<file path="config.mk">
export PLATFORM = sky130hd
export DESIGN_NAME = line_buf_reader
export DESIGN_NICKNAME = d
export VERILOG_FILES = /design/src/rtl/line_buf_reader.sv
export SDC_FILE = /design/constraint.sdc
export NUM_CORES = 1
export LEC_CHECK = 0
export ABC_AREA = 1
export CAP_MARGIN = 20
export CORE_ASPECT_RATIO = 1.1
export CORE_MARGIN = 8
export CORE_UTILIZATION = 41
export DETAILED_ROUTE_END_ITERATION = 6
export PLACE_DENSITY = 0.85
export SETUP_SLACK_MARGIN = 0.3
export SYNTH_ARGS = -nofsm -noshare
export SYNTH_HDL_FRONTEND = slang
export SYNTH_SLANG_ARGS = --single-unit
</file>
<file path="constraint.sdc">
create_clock -name rd_clk -period 1.3 [get_ports rd_clk]
set_input_delay 0.39 -clock rd_clk [delete_from_list [all_inputs] [get_ports rd_clk]]
set_output_delay 0.39 -clock rd_clk [all_outputs]
set_load 0.02 [all_outputs]
</file>
<file path="src/rtl/line_buf_reader.sv">
// Line-buffer FIFO read controller: one gap-free H_ACTIVE pixel line per request.
// Define LINE_BUF_RD_STAT_EN to build the saturating padded-pixel counter.
module line_buf_reader #(
    parameter int                    DATA_WIDTH = 8,
    parameter int                    H_ACTIVE   = 1024,
    parameter int                    CNT_WIDTH  = 11,
    parameter int                    RD_LATENCY = 1,
    parameter logic [DATA_WIDTH-1:0] PAD_VAL    = '0
) (
    input  logic                  rd_clk,
    input  logic                  rd_rst_n,
    input  logic                  line_req,
    input  logic                  fifo_rd_empty,
    input  logic                  fifo_almost_empty,
    input  logic [DATA_WIDTH-1:0] fifo_rd_data,
    output logic                  fifo_rd_en,
    output logic [DATA_WIDTH-1:0] pix_data,
    output logic                  pix_valid,
    output logic                  pix_last,
    output logic                  line_busy,
    output logic                  line_done,
    output logic                  underrun,
    output logic                  req_drop,
    input  logic                  clr_stat,
    output logic [15:0]           underrun_cnt
);

    typedef enum logic [1:0] {IDLE, PRIME, READ, DRAIN} state_e;

    localparam logic [CNT_WIDTH-1:0] LAST_SLOT = CNT_WIDTH'(H_ACTIVE - 1);

    state_e                 state_q, state_d;
    logic [CNT_WIDTH-1:0]   cnt_q, cnt_d;
    logic                   slot_v, slot_last;

    // Per-stage flags {valid, hit, last}, aligned with FIFO read latency
    logic [2:0]             pipe_q [RD_LATENCY];
    logic                   v_out, hit_out, last_out, pad_out;

    logic [DATA_WIDTH-1:0]  pix_data_q;
    logic                   pix_valid_q, pix_last_q;
    logic                   line_done_q, underrun_q, req_drop_q;

    always_comb begin
        state_d    = state_q;
        cnt_d      = cnt_q;
        fifo_rd_en = 1'b0;
        slot_v     = 1'b0;
        slot_last  = 1'b0;
        unique case (state_q)
            IDLE: begin
                if (line_req) state_d = PRIME;
            end
            PRIME: begin
                if (!fifo_almost_empty) state_d = READ;
            end
            READ: begin
                slot_v     = 1'b1;
                fifo_rd_en = !fifo_rd_empty;
                slot_last  = (cnt_q == LAST_SLOT);
                if (slot_last) begin
                    cnt_d   = '0;
                    state_d = DRAIN;
                end else begin
                    cnt_d = cnt_q + 1'b1;
                end
            end
            DRAIN: begin
                // Leave once the final slot is on the output flops
                if (pix_last_q) state_d = IDLE;
            end
            default: state_d = IDLE;
        endcase
    end

    assign v_out    = pipe_q[RD_LATENCY-1][2];
    assign hit_out  = pipe_q[RD_LATENCY-1][1];
    assign last_out = pipe_q[RD_LATENCY-1][0];
    assign pad_out  = v_out & ~hit_out;

    always_ff @(posedge rd_clk or negedge rd_rst_n) begin
        if (!rd_rst_n) begin
            state_q     <= IDLE;
            cnt_q       <= '0;
            for (int i = 0; i < RD_LATENCY; i++) pipe_q[i] <= '0;
            pix_data_q  <= '0;
            pix_valid_q <= 1'b0;
            pix_last_q  <= 1'b0;
            line_done_q <= 1'b0;
            underrun_q  <= 1'b0;
            req_drop_q  <= 1'b0;
        end else begin
            state_q <= state_d;
            cnt_q   <= cnt_d;
            for (int i = RD_LATENCY - 1; i > 0; i--) pipe_q[i] <= pipe_q[i-1];
            pipe_q[0]   <= {slot_v, fifo_rd_en, slot_last};
            pix_valid_q <= v_out;
            pix_last_q  <= v_out & last_out;
            if (v_out) pix_data_q <= hit_out ? fifo_rd_data : PAD_VAL;
            line_done_q <= pix_last_q;
            req_drop_q  <= line_req && (state_q != IDLE);
            if (clr_stat)     underrun_q <= 1'b0;
            else if (pad_out) underrun_q <= 1'b1;
        end
    end

`ifdef LINE_BUF_RD_STAT_EN
    logic [15:0] ucnt_q;

    always_ff @(posedge rd_clk or negedge rd_rst_n) begin
        if (!rd_rst_n) begin
            ucnt_q <= '0;
        end else if (clr_stat) begin
            ucnt_q <= '0;
        end else if (pad_out && (ucnt_q != 16'hFFFF)) begin
            ucnt_q <= ucnt_q + 16'd1;
        end
    end

    assign underrun_cnt = ucnt_q;
`else
    assign underrun_cnt = '0;
`endif

    assign pix_data  = pix_data_q;
    assign pix_valid = pix_valid_q;
    assign pix_last  = pix_last_q;
    assign line_busy = (state_q != IDLE);
    assign line_done = line_done_q;
    assign underrun  = underrun_q;
    assign req_drop  = req_drop_q;

endmodule

</file>
-- Yosys cells after proc, flatten, opt, wreduce, memory -nomap -nowiden
Cells that the tools add are included.
- flip-flop bits (word level): 29
- input port bits: 14
- logic and storage cells: 39
- $add $sub $neg: 1
- equal/unequal tests: 8
- multiplexer cells: 12
- bitwise gates (word level): 3
- reductions and logical operators: 6
- operators by type and width (operator ; count):
    11-bit by 1-bit adder with 11-bit output (second input constant) ; 1
    11-bit by 10-bit equality test with 1-bit output (second input constant) ; 1
    11-bit 2-to-1 mux ; 1
    2-bit 2-to-1 mux ; 4
    8-bit 2-to-1 mux ; 1
    2-bit != test (second input constant) ; 4
    2-bit one-hot mux with 4 select lines ; 1
    1-bit 2-to-1 mux ; 5
    2-bit equality test (second input constant) ; 2
    4-bit AND reduction ; 1
    2-bit nonzero test ; 2
    1-bit bitwise AND ; 2
    2-bit by 1-bit equality test with 1-bit output (second input constant) ; 1
    2-bit zero test ; 1
    1-bit logical AND ; 1
    1-bit zero test ; 1
    1-bit NOT ; 1

-- Depth between registers and ports, before layout
Gate-level depths: netlist of run 1.
- depth after elaboration: 4
- gate-level depth with buffers: 8

-- Least setup slack after synthesis of run 1
No wires, ideal clock.
- path kind: register to output
- start point: reg state_q[0]
- end point: out fifo_rd_en
- data arrival time: 1137 ps
- data required time: 910 ps
- setup slack: -227 ps
- cell stages (with the launch flop): 5
- path buffers: 0
- cell sequence: dfrtp_1 -> inv_1 -> ha_1 -> inv_1 -> nor2_1
- cells in the longest elaborated chain, start to end: 2
- RTL lines (element ; RTL line ; text):
    start, declared ; 32 ; state_e state_q, state_d;
    start signal, assigned ; 93 ; state_q <= state_d;
    2-bit equality test ; 50 ; unique case (state_q)
    1-bit 2-to-1 mux ; 50 ;
    end, declared ; 16 ; output logic fifo_rd_en,
Every way passes these cells.

-- Final worst setup path of run 1
- start point: reg state_q[1]
- end point: out fifo_rd_en
Same word-level chain as after synthesis.

==> results of run 1 <==
[power groups by stage]
stage	clock [mW]	sequential [mW]	combinational (mW)
finish	0.533	1.45	2.11
global route	0.593	1.50	2.29
CTS	0.547	1.42	1.83
detailed placement	0	1.42	1.55
global placement	0	1.41	1.50
floorplan	0	1.50	0.773
[cells in the mapped netlist, drive strengths merged]
library cell,number
a21boi,1
a21oi,3
buf,17
clkbuf,2
conb,1
dfrtp,29
ha,5
inv,29
nand2,31
nand3,16
nand4,1
nor2,19
nor3,2
nor4,1
o21ai,10
xnor2,2
xor2,2
[metrics by stage]
stage               std cells  hold WS [ps]  cell area [um2]
CTS                       274           409             2080
global placement          259           418             1890
global route              285           405             2250
detailed placement        259           431             1890
floorplan                 186          94.4             1550
finish                    285           406             2250
[critical path: stages (launching register included)]
cell     delay (ps)
dfrtp_1         430
buf_6           130
ha_4            150
inv_4            60
nor2_4           30
buf_6           120
[timing repair]
item | in CTS | in global routing
hold buffers | 0 | 0
pin swaps | 10 | 10
setup endpoints to repair | 30 | 41
gates resized for setup | 108 | 23
buffers inserted | 7 | 11
endpoints found under the hold margin | 0 | 0
[state kept, by name, summed over array words and instances (netlist names)]
signal and cells:
line_done 1, underrun 1, state_q 2, pix_last 1, req_drop 1, pix_data 8
pix_valid 1, cnt_q 11, pipe_q 3
[worst max path at each step]
stage / startpoint / endpoint
2_1_floorplan: state_q[0] / cnt_q[6]
3_3_place_gp: fifo_rd_empty / fifo_rd_en
3_5_place_dp: fifo_rd_empty / fifo_rd_en
4_1_cts: state_q[1] / fifo_rd_en
5_1_grt: state_q[1] / fifo_rd_en
6_report: state_q[1] / fifo_rd_en
[routing by layer]
| metal | track usage | vias to the layer above | share of wire |
|---|---|---|---|
| met5 | 0 | - | 0 |
| met4 | 0.0681 | 0 | 0.022 |
| li1 | - | 622 | - |
| met3 | 0.0419 | 9 | 0.061 |
| met1 | 0.129 | 612 | 0.40 |
| met2 | 0.224 | 44 | 0.52 |
[area by class of cell]
type / count / area [um2] / share of cell area
Clock inverter: 3 / 17.5 / 0.00780
Sequential cell: 29 / 728 / 0.324
Multi-Input combinational cell: 109 / 693 / 0.309
Clock buffer: 5 / 37.5 / 0.0167
Tap cell: 48 / 60.1 / 0.0267
Timing Repair Buffer: 62 / 598 / 0.266
Inverter: 29 / 111 / 0.0496
[cells by family after synthesis]
logic type | count (synthesis)
compound gates | 14
xor+xnor | 4
fa+ha+maj | 5
buf+inv | 48
flops | 29
other cells | 1
simple gates | 70
==> flow_metrics.tcl, run 1 <==
set metrics [dict create \
    status "finished with violations" \
    violations "setup timing" \
    n_antenna_cell 0 \
    port_buffers 28 \
    cp-start-kind "flop" \
    grt_overflow 0 \
    vias 1287 \
    hold_path_class "in -> async" \
    io_pins 45 \
    clk_pin_slew_ps 110 \
    wl_per_cell_um 12.8 \
    clock_latency_ps 330 \
    p_leak_nw 1.12 \
    r2r_cells 9 \
    yosysUniqueCellTypes 20 \
    syn_area_mm2 0.00145 \
    dr.pass1.iters 4 \
    worstPathArrival_ps 1270 \
    synth_fa_ha_area_frac 0.0431 \
    cts_tree "built" \
    post-route-drc-count 0 \
    r2r_end "cnt_q[6]" \
    power.density_mw_per_mm2 1830 \
    max_freq_mhz 604 \
    nFillCells 238 \
    internal-power_mw 2.47 \
    coreArea_mm2 0.00336 \
    finalCriticalPeriod_ps 1660 \
    critPathRequiredTime_ps 910 \
    antenna_left 0 \
    routabilityCongestion 0.793 \
    antenna_found_initial 0 \
    h-tree-depth 2 \
    final_layout_size_suffix_gt1_frac 0.392 \
    via_per_inst 4.52 \
    most-common-layout-cells "dfrtp_1, inv_1, buf_4, nand2_1, buf_6" \
    post-route-util 0.669 \
    clockPowerShare 0.130 \
    syn_area_per_cell_um2 8.49 \
    synth_compound_area_frac 0.0500 \
    peakVddDrop_mv 0.746 \
    cts_buffers 5 \
    finalWorstSetupSlack_ps -356 \
    cts_root_buf "clkbuf_4" \
    cts_sinks 29 \
    synth_top_area_share 0.500 \
    die_y_um 78.4 \
    synth_area_leaders "dfrtp_1, buf_4, nand2_1" \
    ys_ff_latch 29 \
    dieWidth_um 72.7 \
    combPwrFrac 0.516 \
    period_share 1.27 \
    finalSetupViolCount 15 \
    ys_seq_area_frac 0.500 \
    nNetsFinal 255 \
    rsz0062_at_grt "yes" \
    yosys-mux-area-fraction 0 \
    synth_top_family_by_area "simple AND/OR/NAND/NOR gates" \
    rows 22 \
    cts_max_path_buffers 2 \
    routed_wl_um 3660 \
    grt_pass1_vias 1302 \
    start_util 0.432 \
    dp_hpwl_um 2250 \
    drv_cap 0 \
    grt_max_degree 30 \
    worst_clock_skew_ps 16.9 \
    synth_top_cell_by_area "dfrtp_1" \
    total_power_mw 4.10 \
    yosys.area_share.xor_xnor 0.0241 \
    mostFrequentLayoutCell "dfrtp_1" \
    reg2reg_from "state_q[1]" \
    grt.total_usage 0.127 \
    drv_slew 0 \
    setup_tns_ps -3140 \
    initialDrtViolationCount 56 \
    end_kind "output pin" \
    hold_violations 0 \
    critPathMaxFanout 3 \
    p_seq_frac 0.354 \
    grt_pass1_wl_um 5680 \
    ys.warnings.count 0 \
    synthCells 171 \
    dieArea_mm2 0.00570 \
    syn_to_final_growth_pct 54.7 \
    place_ws_ps -635 \
    yosys.area_share.simple 0.214 \
    reg2reg_setup_slack_ps -280 \
    switching_power_mw 1.64 \
    critical_path_class "reg -> out" \
    sw_frac_of_total 0.399 \
]
(Power assumes the default switching activity.)
==> run 2: changes to the inputs <==
Settings changed: ABC_AREA 1 to not set.
==> run 2 against run 1 <==
  * Cell count shrank 17%
  * Largest power group unchanged
  * Non-clock buffer count up 5
  * Critical endpoint unchanged
  * First-iteration DRC count rose by 7.1%
  * The run still ends with setup timing left
==> flow_metrics.tcl, run 2 <==
set metrics [dict create \
    status "finished with violations" \
    violations "setup timing" \
    critical_path_class "reg -> out" \
    routed_wl_um 3650 \
    io_pins 45 \
    synth_top_cell_by_area "dfrtp_1" \
    wl_met3_um 263 \
    clk_pin_slew_ps 90 \
    h-tree-depth 2 \
    most-common-layout-cells "buf_4, dfrtp_1, buf_6, conb_1, clkdlybuf4s50_1" \
    cts_buffers 5 \
    cp_cell_sequence "inv_2, ha_4, inv_2, nor2_4, buf_6" \
    r2r_cells 8 \
    path_buf_inv 3 \
    die_y_um 76.9 \
    critPathSlowestCell "dfrtp_1" \
    antenna_left 0 \
    routabilityCongestion 0.799 \
    nNetsFinal 218 \
    antenna_found_initial 0 \
    synthCells 130 \
    p_leak_nw 1.03 \
    wl_per_cell_um 15.5 \
    synth-edff-count 0 \
    highest_layer "met4" \
    setup_tns_ps -3430 \
    synth_top_area_share 0.525 \
    rows 22 \
    synth_fa_ha_area_frac 0.0452 \
    dieArea_mm2 0.00549 \
    synth_compound_area_frac 0.0986 \
    critPathRequiredTime_ps 910 \
    port_buffers 28 \
    grt_pass1_wl_um 5640 \
    cts_root_buf "clkbuf_4" \
    drv_slew 0 \
    post-route-drc-count 0 \
    cp-start-kind "flop" \
    worst_clock_skew_ps 10.4 \
    reg2reg_from "state_q[0]" \
    yosys.area_share.simple 0.136 \
    r2r_end "cnt_q[8]" \
    cpMostUsedCell "inv_2" \
    ys_ff_latch 29 \
    grt.total_usage 0.131 \
    mostFrequentLayoutCell "buf_4" \
    dp_hpwl_um 2460 \
    finalSetupViolCount 14 \
    ys.warnings.count 0 \
    yosys.area_share.xor_xnor 0.0380 \
    grt_overflow 0 \
    startpoint "state_q[0]" \
    multi_input_area_um2 642 \
    wl_met2_um 1910 \
    syn_area_mm2 0.00138 \
    syn_area_per_cell_um2 10.6 \
    initialDrtViolationCount 60 \
    period_share 1.27 \
    post-route-util 0.656 \
    start_util 0.422 \
    peakVddDrop_mv 0.695 \
    synth_ff_type "dfrtp_1" \
    grt_max_degree 30 \
    finalWorstSetupSlack_ps -354 \
    end_kind "output pin" \
    syn_to_final_growth_pct 55.5 \
    cts_sinks 29 \
    grt_pass1_vias 1190 \
    synth_area_leaders "dfrtp_1, buf_4, ha_1" \
    via_per_inst 4.82 \
    yosys-mux-area-fraction 0.0190 \
    reg2reg_setup_slack_ps -320 \
    regArea_um2 728 \
    critPathMaxFanout 2 \
    hold_violations 0 \
    worstPathArrival_ps 1260 \
    crit_family "flip-flops" \
    n_antenna_cell 0 \
    final_layout_size_suffix_gt1_frac 0.455 \
    finalCriticalPeriod_ps 1650 \
    power.density_mw_per_mm2 1870 \
    vias 1137 \
    drv_cap 0 \
    max_freq_mhz 604 \
    nFillCells 239 \
    hold_path_class "in -> async" \
    dr.pass1.iters 4 \
    cts_max_path_buffers 2 \
    largest_reg_flops 11 \
    cts_tree "built" \
    met1Wirelength_um 1410 \
    synth_top_family_by_area "buffers and inverters" \
    max_stage_delay_ps 400 \
    yosysUniqueCellTypes 34 \
    async_flop_share 1.00 \
    yosys-top-cells-count "dfrtp_1, buf_4, inv_1, nand3_1, o21ai_0" \
    dieWidth_um 71.4 \
    largest-register "cnt_q" \
    synth.most_common_cell "dfrtp_1" \
    coreArea_mm2 0.00328 \
    ys_seq_area_frac 0.525 \
    clock_latency_ps 340 \
    rsz0062_at_grt "yes" \
]
run 2: cell count changes after synthesis, sizes merged, moves of 2 or more:
cell / change
a21oi: -2
clkbuf: +2
inv: -15
mux2: +2
nand2: -26
nand3: -5
nor2: -12
o31ai: +2
run 2: worst register-to-register path, stage by stage, from the launching register on:
cell and delay [ps]:
dfrtp_1 400, inv_2 110, ha_4 150, buf_4 140, nand4_1 140, buf_4 190
nor2_2 100, and3_1 170, xor2_1 160
run 2: final cells by class:
cell class / count / share of cell area
clock buffers: 5 / 0.0175
clock inverters: 3 / 0.00815
inverters: 14 / 0.0256
multi-input cells: 82 / 0.299
flip-flops and latches: 29 / 0.339
well taps: 36 / 0.0210
repair buffers: 67 / 0.290
run 2: cells by family after synthesis:
kind of cell / Yosys count
compound gates: 20
xor+xnor: 6
fa+ha+maj: 5
buf+inv: 34
flops: 29
mux: 2
other cells: 1
simple gates: 33
run 2: how the worst max path moves through the flow:
stage / end / depth (start not counted)
global route: fifo_rd_en / 5
detailed placement: fifo_rd_en / 3
global placement: fifo_rd_en / 3
CTS: fifo_rd_en / 5
finish: fifo_rd_en / 5
floorplan: cnt_q[7] / 7
run 2: repair_timing:
action,in CTS,in global routing
hold buffers,0,0
setup buffers,9,9
endpoints found under the setup margin,36,30
gates resized for setup,110,5
endpoints found under the hold margin,0,0
pin swaps,6,3
run 2: metrics by stage:
stage | instances | total power, mW | hold WS, ps | setup WS, ps | instance area [um2]
6_report | 236 | 4.02 | 407 | -354 | 2150
5_1_grt | 236 | 4.25 | 420 | -397 | 2150
4_1_cts | 227 | 3.78 | 399 | -329 | 2050
3_5_place_dp | 210 | 2.94 | 393 | -662 | 1830
3_3_place_gp | 210 | 2.83 | 394 | -648 | 1830
2_1_floorplan | 145 | 2.25 | 94.4 | -164 | 1480
run 2: report_power, final:
part | switching, mW | total (mW) | internal, mW
Combinational | 0.918 | 2.04 | 1.12
Clock | 0.330 | 0.534 | 0.203
Sequential | 0.278 | 1.44 | 1.16
Total | 1.53 | 4.02 | 2.49
run 2: routing by layer:
metal | track usage | up-vias
met5 | 0 | -
met4 | 0.0583 | 0
met3 | 0.0559 | 8
met2 | 0.235 | 35
met1 | 0.125 | 555
li1 | - | 539
